===== config.mk =====
export PLATFORM = sky130hd
export DESIGN_NAME = vblank_arbiter_flat
export DESIGN_NICKNAME = d
export VERILOG_FILES = /design/src/rtl/vblank_arbiter_pkg.sv /design/src/rtl/vblank_arbiter_if.sv /design/src/rtl/vblank_arbiter_rr_picker.sv /design/src/rtl/vblank_arbiter.sv /design/src/flat_wrapper.sv
export SDC_FILE = /design/constraint.sdc
export NUM_CORES = 1
export LEC_CHECK = 0
export ABC_AREA = 0
export CAP_MARGIN = 30
export CORE_MARGIN = 2
export CORE_UTILIZATION = 45
export CTS_BUF_LIST = sky130_fd_sc_hd__clkbuf_4 sky130_fd_sc_hd__clkbuf_8 sky130_fd_sc_hd__clkbuf_16
export DETAILED_ROUTE_END_ITERATION = 7
export PLACE_DENSITY = 0.7
export SYNTH_ARGS = -nofsm -noshare
export SYNTH_HDL_FRONTEND = slang
export SYNTH_SLANG_ARGS = --single-unit

===== constraint.sdc =====
create_clock -name clk -period 5 [get_ports clk]
set_input_delay 1.25 -clock clk [delete_from_list [all_inputs] [get_ports clk]]
set_output_delay 1.25 -clock clk [all_outputs]
set_load 0.005 [all_outputs]

===== src/rtl/vblank_arbiter_pkg.sv =====
// Shared constants for the frame-update arbiter: display timing (vga_pkg)
// and arbiter types/defaults (arb_pkg).
package vga_pkg;
   localparam int VBLNK_END = 806;
endpackage

package arb_pkg;
   localparam int NUM_REQ_DFLT = 4;

   typedef enum logic [1:0] {
      IDLE  = 2'd0,
      ARB   = 2'd1,
      GRANT = 2'd2
   } arb_state_t;
endpackage


===== src/rtl/vblank_arbiter_if.sv =====
// Bus between the vblank arbiter and its requesters/timing source.
// master = requester/timing side, slave = arbiter side.
interface vblank_arbiter_if #(
   parameter int NUM_REQ = 4
) ();
   logic [10:0]                  vcount;
   logic                         vblnk;
   logic [NUM_REQ-1:0]           req;
   logic [NUM_REQ-1:0]           done;
   logic [NUM_REQ-1:0]           gnt;
   logic                         window;
   logic                         frame_start;
   logic [15:0]                  frame_cnt;
   logic                         timeout;
   logic                         abort;
   logic [$clog2(NUM_REQ)-1:0]   timeout_id;
   logic [NUM_REQ-1:0]           missed;

   modport master (
      output vcount, vblnk, req, done,
      input  gnt, window, frame_start, frame_cnt, timeout, abort, timeout_id, missed
   );

   modport slave (
      input  vcount, vblnk, req, done,
      output gnt, window, frame_start, frame_cnt, timeout, abort, timeout_id, missed
   );
endinterface


===== src/rtl/vblank_arbiter_rr_picker.sv =====
// Combinational round-robin picker: first eligible index after last_id, wrapping.
module rr_picker #(
   parameter  int NUM_REQ = 4,
   localparam int IW      = $clog2(NUM_REQ)
) (
   input  logic [NUM_REQ-1:0] eligible_i,
   input  logic [IW-1:0]      last_id_i,
   output logic [NUM_REQ-1:0] winner_o,
   output logic [IW-1:0]      winner_id_o,
   output logic               any_o
);
   logic [IW-1:0]      cand_id [NUM_REQ];
   logic [NUM_REQ-1:0] cand_hit;

   // Candidate gi is the (gi+1)-th index after last_id; lower gi = higher priority.
   for (genvar gi = 0; gi < NUM_REQ; gi++) begin : g_cand
      logic [IW:0] sum;
      assign sum          = {1'b0, last_id_i} + (IW+1)'(gi + 1);
      assign cand_id[gi]  = (sum >= (IW+1)'(NUM_REQ)) ? IW'(sum - (IW+1)'(NUM_REQ))
                                                      : sum[IW-1:0];
      assign cand_hit[gi] = eligible_i[cand_id[gi]];
   end

   always_comb begin
      winner_id_o = '0;
      any_o       = |cand_hit;
      for (int k = NUM_REQ - 1; k >= 0; k--) begin
         if (cand_hit[k]) begin
            winner_id_o = cand_id[k];
         end
      end
      winner_o = any_o ? (NUM_REQ'(1) << winner_id_o) : '0;
   end
endmodule


===== src/rtl/vblank_arbiter.sv =====
// Opens an access window during vertical blanking and grants it round-robin,
// once per requester per frame, with per-grant timeout and close-of-window abort.
module vblank_arbiter
   import arb_pkg::*;
   import vga_pkg::*;
#(
   parameter int NUM_REQ          = NUM_REQ_DFLT,
   parameter int GUARD_LINES      = 2,
   parameter int MAX_GRANT_CYCLES = 4096
) (
   input  logic             clk,
   input  logic             rst_n,
   vblank_arbiter_if.slave  bus_io
);
   localparam int               IW       = $clog2(NUM_REQ);
   localparam int               CW       = $clog2(MAX_GRANT_CYCLES);
   localparam logic [10:0]      WIN_END  = 11'(VBLNK_END - GUARD_LINES);
   localparam logic [CW-1:0]    CNT_LAST = CW'(MAX_GRANT_CYCLES - 1);

   arb_state_t         state_q, state_d;
   logic               window_q, frame_start_q;
   logic [15:0]        frame_cnt_q;
   logic [NUM_REQ-1:0] served_q, served_d;
   logic [NUM_REQ-1:0] gnt_q, gnt_d;
   logic [IW-1:0]      gnt_id_q, gnt_id_d;
   logic [IW-1:0]      last_id_q, last_id_d;
   logic [CW-1:0]      cnt_q, cnt_d;
   logic               timeout_q, timeout_d;
   logic               abort_q, abort_d;
   logic [IW-1:0]      tid_q, tid_d;
   logic [NUM_REQ-1:0] missed_q;

   logic               win_c, win_rise, win_fall_c, done_hit;
   logic [NUM_REQ-1:0] eligible, winner;
   logic [IW-1:0]      winner_id;
   logic               any;

   assign win_c      = bus_io.vblnk && (bus_io.vcount < WIN_END);
   assign win_rise   = win_c && !window_q;
   assign win_fall_c = !win_c && window_q;
   assign eligible   = bus_io.req & ~served_q;
   assign done_hit   = |(bus_io.done & gnt_q);

   rr_picker #(.NUM_REQ(NUM_REQ)) u_pick (
      .eligible_i  (eligible),
      .last_id_i   (last_id_q),
      .winner_o    (winner),
      .winner_id_o (winner_id),
      .any_o       (any)
   );

   always_comb begin
      state_d   = state_q;
      served_d  = served_q;
      gnt_d     = gnt_q;
      gnt_id_d  = gnt_id_q;
      last_id_d = last_id_q;
      cnt_d     = cnt_q;
      timeout_d = 1'b0;
      abort_d   = 1'b0;
      tid_d     = tid_q;
      case (state_q)
         IDLE: begin
            gnt_d = '0;
            if (frame_start_q) state_d = ARB;
         end
         ARB: begin
            // Don't start a grant in the last cycle before the window closes.
            if (!window_q) begin
               state_d = IDLE;
            end else if (any && win_c) begin
               state_d   = GRANT;
               gnt_d     = winner;
               gnt_id_d  = winner_id;
               last_id_d = winner_id;
               cnt_d     = '0;
            end
         end
         GRANT: begin
            cnt_d = cnt_q + CW'(1);
            if (done_hit) begin
               state_d  = ARB;
               gnt_d    = '0;
               served_d = served_q | gnt_q;
            end else if (cnt_q == CNT_LAST) begin
               state_d   = ARB;
               gnt_d     = '0;
               served_d  = served_q | gnt_q;
               timeout_d = 1'b1;
               tid_d     = gnt_id_q;
            end else if (!window_q) begin
               state_d  = IDLE;
               gnt_d    = '0;
               served_d = served_q | gnt_q;
               abort_d  = 1'b1;
               tid_d    = gnt_id_q;
            end
         end
         default: state_d = IDLE;
      endcase
      if (win_rise) served_d = '0;
   end

   always_ff @(posedge clk or negedge rst_n) begin
      if (!rst_n) begin
         state_q       <= IDLE;
         window_q      <= 1'b0;
         frame_start_q <= 1'b0;
         frame_cnt_q   <= '0;
         served_q      <= '0;
         gnt_q         <= '0;
         gnt_id_q      <= '0;
         last_id_q     <= IW'(NUM_REQ - 1);
         cnt_q         <= '0;
         timeout_q     <= 1'b0;
         abort_q       <= 1'b0;
         tid_q         <= '0;
         missed_q      <= '0;
      end else begin
         state_q       <= state_d;
         window_q      <= win_c;
         frame_start_q <= win_rise;
         if (win_rise) frame_cnt_q <= frame_cnt_q + 16'd1;
         served_q      <= served_d;
         gnt_q         <= gnt_d;
         gnt_id_q      <= gnt_id_d;
         last_id_q     <= last_id_d;
         cnt_q         <= cnt_d;
         timeout_q     <= timeout_d;
         abort_q       <= abort_d;
         tid_q         <= tid_d;
         missed_q      <= win_fall_c ? (bus_io.req & ~served_q & ~gnt_q) : '0;
      end
   end

   assign bus_io.gnt         = gnt_q;
   assign bus_io.window      = window_q;
   assign bus_io.frame_start = frame_start_q;
   assign bus_io.frame_cnt   = frame_cnt_q;
   assign bus_io.timeout     = timeout_q;
   assign bus_io.abort       = abort_q;
   assign bus_io.timeout_id  = tid_q;
   assign bus_io.missed      = missed_q;
endmodule


===== src/flat_wrapper.sv =====
// flat-port wrapper written by rule: the top's interface ports become plain ports
module vblank_arbiter_flat import arb_pkg::*; import vga_pkg::*;
#(
   parameter int NUM_REQ          = NUM_REQ_DFLT,
   parameter int GUARD_LINES      = 2,
   parameter int MAX_GRANT_CYCLES = 4096
)
  (clk, rst_n, bus_io_vcount, bus_io_vblnk, bus_io_req, bus_io_done, bus_io_gnt, bus_io_window, bus_io_frame_start, bus_io_frame_cnt, bus_io_timeout, bus_io_abort, bus_io_timeout_id, bus_io_missed);
  vblank_arbiter_if #(.NUM_REQ(NUM_REQ)) bus_io_i ();
  input  logic clk;
  input  logic rst_n;
  input wire logic [$bits(bus_io_i.vcount)-1:0] bus_io_vcount;
  input wire logic [$bits(bus_io_i.vblnk)-1:0] bus_io_vblnk;
  input wire logic [$bits(bus_io_i.req)-1:0] bus_io_req;
  input wire logic [$bits(bus_io_i.done)-1:0] bus_io_done;
  output wire logic [$bits(bus_io_i.gnt)-1:0] bus_io_gnt;
  output wire logic [$bits(bus_io_i.window)-1:0] bus_io_window;
  output wire logic [$bits(bus_io_i.frame_start)-1:0] bus_io_frame_start;
  output wire logic [$bits(bus_io_i.frame_cnt)-1:0] bus_io_frame_cnt;
  output wire logic [$bits(bus_io_i.timeout)-1:0] bus_io_timeout;
  output wire logic [$bits(bus_io_i.abort)-1:0] bus_io_abort;
  output wire logic [$bits(bus_io_i.timeout_id)-1:0] bus_io_timeout_id;
  output wire logic [$bits(bus_io_i.missed)-1:0] bus_io_missed;
  assign bus_io_i.vcount = bus_io_vcount;
  assign bus_io_i.vblnk = bus_io_vblnk;
  assign bus_io_i.req = bus_io_req;
  assign bus_io_i.done = bus_io_done;
  assign bus_io_gnt = bus_io_i.gnt;
  assign bus_io_window = bus_io_i.window;
  assign bus_io_frame_start = bus_io_i.frame_start;
  assign bus_io_frame_cnt = bus_io_i.frame_cnt;
  assign bus_io_timeout = bus_io_i.timeout;
  assign bus_io_abort = bus_io_i.abort;
  assign bus_io_timeout_id = bus_io_i.timeout_id;
  assign bus_io_missed = bus_io_i.missed;
  vblank_arbiter #(.NUM_REQ(NUM_REQ), .GUARD_LINES(GUARD_LINES), .MAX_GRANT_CYCLES(MAX_GRANT_CYCLES)) u_core (.clk(clk), .rst_n(rst_n), .bus_io(bus_io_i));
endmodule

==> out/results.ini <==
[status]
status=finished, final reports clean

[grt]
grt_use_met3_pct=4.75
gr-usage-met1_pct=24.6
grt_pass1_wl_um=9400
track_usage_pct=19.1
busiest_layer=met2
grt_max_degree=53
grtUsageMet2_pct=31.6
antenna_found_initial=0
grt_pass1_vias=2036
grt-ovfl-total=0

[route]
wl_um=5420
drc_errors=0
vias_per_cell=5.49
first_iter_violations=83
wire_per_inst_um=14.9
firstDrtPassIters=4
vias=1999
ant_nets=0

[timing]
rsz0062_at_grt=false
min_period_ns=3.23
relSlewSlack_pct=56.8
finClkSkew_ns=0.0109
max_freq_ghz=0.310
hold_viol=0
hold_slack_ns=0.487
tightestPinTransition_ns=0.649
period_share_pct=64.6
setup_viol=0
drv_slew=0
finalSetupTns_ns=0

[power_and_ir_drop]
report.power.total_w=0.00104
switching_share_pct=31.3
power.internal_w=0.000716
max-vdd-ir-drop_mv=0.201
power_frac_clock_pct=24.1
p_leak_nw=1.40
seqPwrFrac_pct=50.3
comb_power_share_pct=25.5
power_density_nw_per_um2=325
power_switching_w=0.000326

[cells_and_area]
final_layout_size_suffix_gt1_share_pct=8.56
nets=319
diodes=0
fillers=481
area_delta_synth_final_pct=25.2

[die]
rows=27
die-area_um2=6300
io_pins=52
fp.dieH_um=79.4
core-area_um2=5510
die_w_um=79.4
initial_core_util_pct=46.4

[yosys]
ys_seq_area_share_pct=51.0
syn_area_um2=2560
synth_top_area_share_pct=48.9
yosys-top-cells-area=dfrtp_1 49%, xnor2_1 3.4%, ha_1 2.9%
yosysMostFrequentCell=dfrtp_1
syn_nets=269
async_flop_share_pct=100
yosysUniqueCellTypes=50
ys.flop_type=dfrtp_1
synth_edf_count=0
avgSynthCellArea_um2=10.6
postSynthCellCount=241
synth_top_area_cell=dfrtp_1
ys_warn_count=0
synth_commonest_cells=50 x dfrtp_1, 17 x nand2_1, 17 x nor2_1
ys_ff_latch=52

[placed_design]
portBuffers=49
place.gp.congestion=0.853
place_hpwl_um=3970

[critical_path]
cp-start-kind=input pin
end_kind=flop
worstPathMaxFanout=16
worstSetupPathType=input pin to flop
required_ns=5.18
cp.arrival_ns=3.41

[clock_network]
cts_hold_buffers=0
postCtsSetupRepairBufs=0
cts_tree=built
ctsResizeCount=0
clock_latency_ns=0.31
htreeDepth=2
cts-buffers-inserted=5
cts_sinks=52
clkTransAtPathRegs_ns=0.10
clock_path_buffers=2
ctsRootBufferMaster=clkbuf_8

[flow_run]
max_cap_violations=0

[hold_path]
hold_class=flop to flop

[through the flow]
step / cells / utilization, % / instance area [um^2] / worst slack [ns]
2_1_floorplan: 241 / - / 2560 / 2.35
3_3_place_gp: 356 / 56.5 / 3110 / 1.46
3_5_place_dp: 356 / 56.5 / 3110 / 1.44
4_1_cts: 364 / 58.2 / 3200 / 1.78
5_1_grt: 364 / 58.2 / 3200 / 1.59
6_report: 364 / 58.2 / 3200 / 1.77
[kinds of logic (layout without fill, tap and decap cells)]
group                      after synthesis  in the layout  share of synthesized area [%]
AOI/OAI and AO/OA                       54             54                           15.5
xor gates and xnor gates                15             15                           5.14
adders and majority gates                6              6                           2.94
buffers and inverters                   15             66                           2.40
DFF                                     52             52                           51.0
muxes                                    6              6                           2.64
and+or+nand+nor                         93             93                           20.4
[placed cells by master (no fill, tap or decap), drive strengths merged, types with 3 or more instances in the layout]
cell and n:
xnor2 10, a31oi 6, a21o 3, a32o 4, nand4 9, o21ai 15, a21oi 5, xor2 5
and3 4, nor3 8, nor2b 4, and4 4, nor2 17, clkdlybuf4s50 48, clkbuf 5, dfrtp 50
a22o 3, nand2 17, nand3 11, inv 10, o31ai 5, nand2b 6, mux2 6, ha 6
[path summary, 6_finish.rpt]
kind	startpoint	end	slack [ns]	cells past startpoint
min reg2reg	u_core.bus_io.frame_cnt[15]$_DFFE_PN0P_	u_core.bus_io.frame_cnt[15]$_DFFE_PN0P_	0.49	1
max	bus_io_req[3]	u_core.cnt_q[2]$_DFFE_PN0P_	1.77	6
max reg2reg	u_core.state_q[0]$_DFFE_PN0P_	u_core.state_q[0]$_DFFE_PN0P_	2.44	7
max in group asynchronous	rst_n	u_core.cnt_q[4]$_DFFE_PN0P_	3.52	2
min	u_core.bus_io.frame_cnt[15]$_DFFE_PN0P_	u_core.bus_io.frame_cnt[15]$_DFFE_PN0P_	0.49	1
min in group asynchronous	rst_n	u_core.cnt_q[3]$_DFFE_PN0P_	1.03	2
[critical path, cell delays in order]
cell	delay, ns
clkdlybuf4s50_1	0.44
nand2b_1	0.18
nand4_1	0.23
a41oi_2	0.63
or2_0	0.49
o21ai_0	0.16
[layer usage]
layer	up-vias	part of all wire [%]
met1	961	46
met4	0	1.4
met2	44	47
li1	985	-
met5	-	0
met3	9	4.6
[power by group through the flow]
| stage | clock network [W] | registers (W) | logic [W] |
|---|---|---|---|
| 2_1_floorplan | 0 | 0.000523 | 0.000156 |
| 3_3_place_gp | 0 | 0.000531 | 0.000261 |
| 3_5_place_dp | 0 | 0.000533 | 0.000269 |
| 4_1_cts | 0.000263 | 0.000525 | 0.000270 |
| 5_1_grt | 0.000280 | 0.000534 | 0.000297 |
| 6_report | 0.000251 | 0.000525 | 0.000266 |
[area by class of cell]
cell class | count | area [um^2] | share of cell area (%)
flip-flops and latches | 52 | 1300 | 40.7
multi-input cells | 174 | 1190 | 37.2
repair buffers | 50 | 493 | 15.4
well taps | 72 | 90.1 | 2.81
clock buffers | 5 | 68.8 | 2.15
inverters | 8 | 30.0 | 0.938
clock inverters | 3 | 25.0 | 0.781
[registers in the layout, summed over array words and instances (netlist names)]
signal / flops
u_core.bus_io.window: 1
u_core.cnt_q: 12
u_core.bus_io.timeout_id: 2
u_core.bus_io.missed: 4
u_core.bus_io.gnt: 4
u_core.served_q: 4
u_core.bus_io.frame_cnt: 16
u_core.last_id_q: 2
u_core.gnt_id_q: 2
u_core.bus_io.abort: 1
u_core.bus_io.timeout: 1
u_core.bus_io.frame_start: 1
u_core.state_q: 2
No activity file was read; power rests on OpenSTA's default activity.
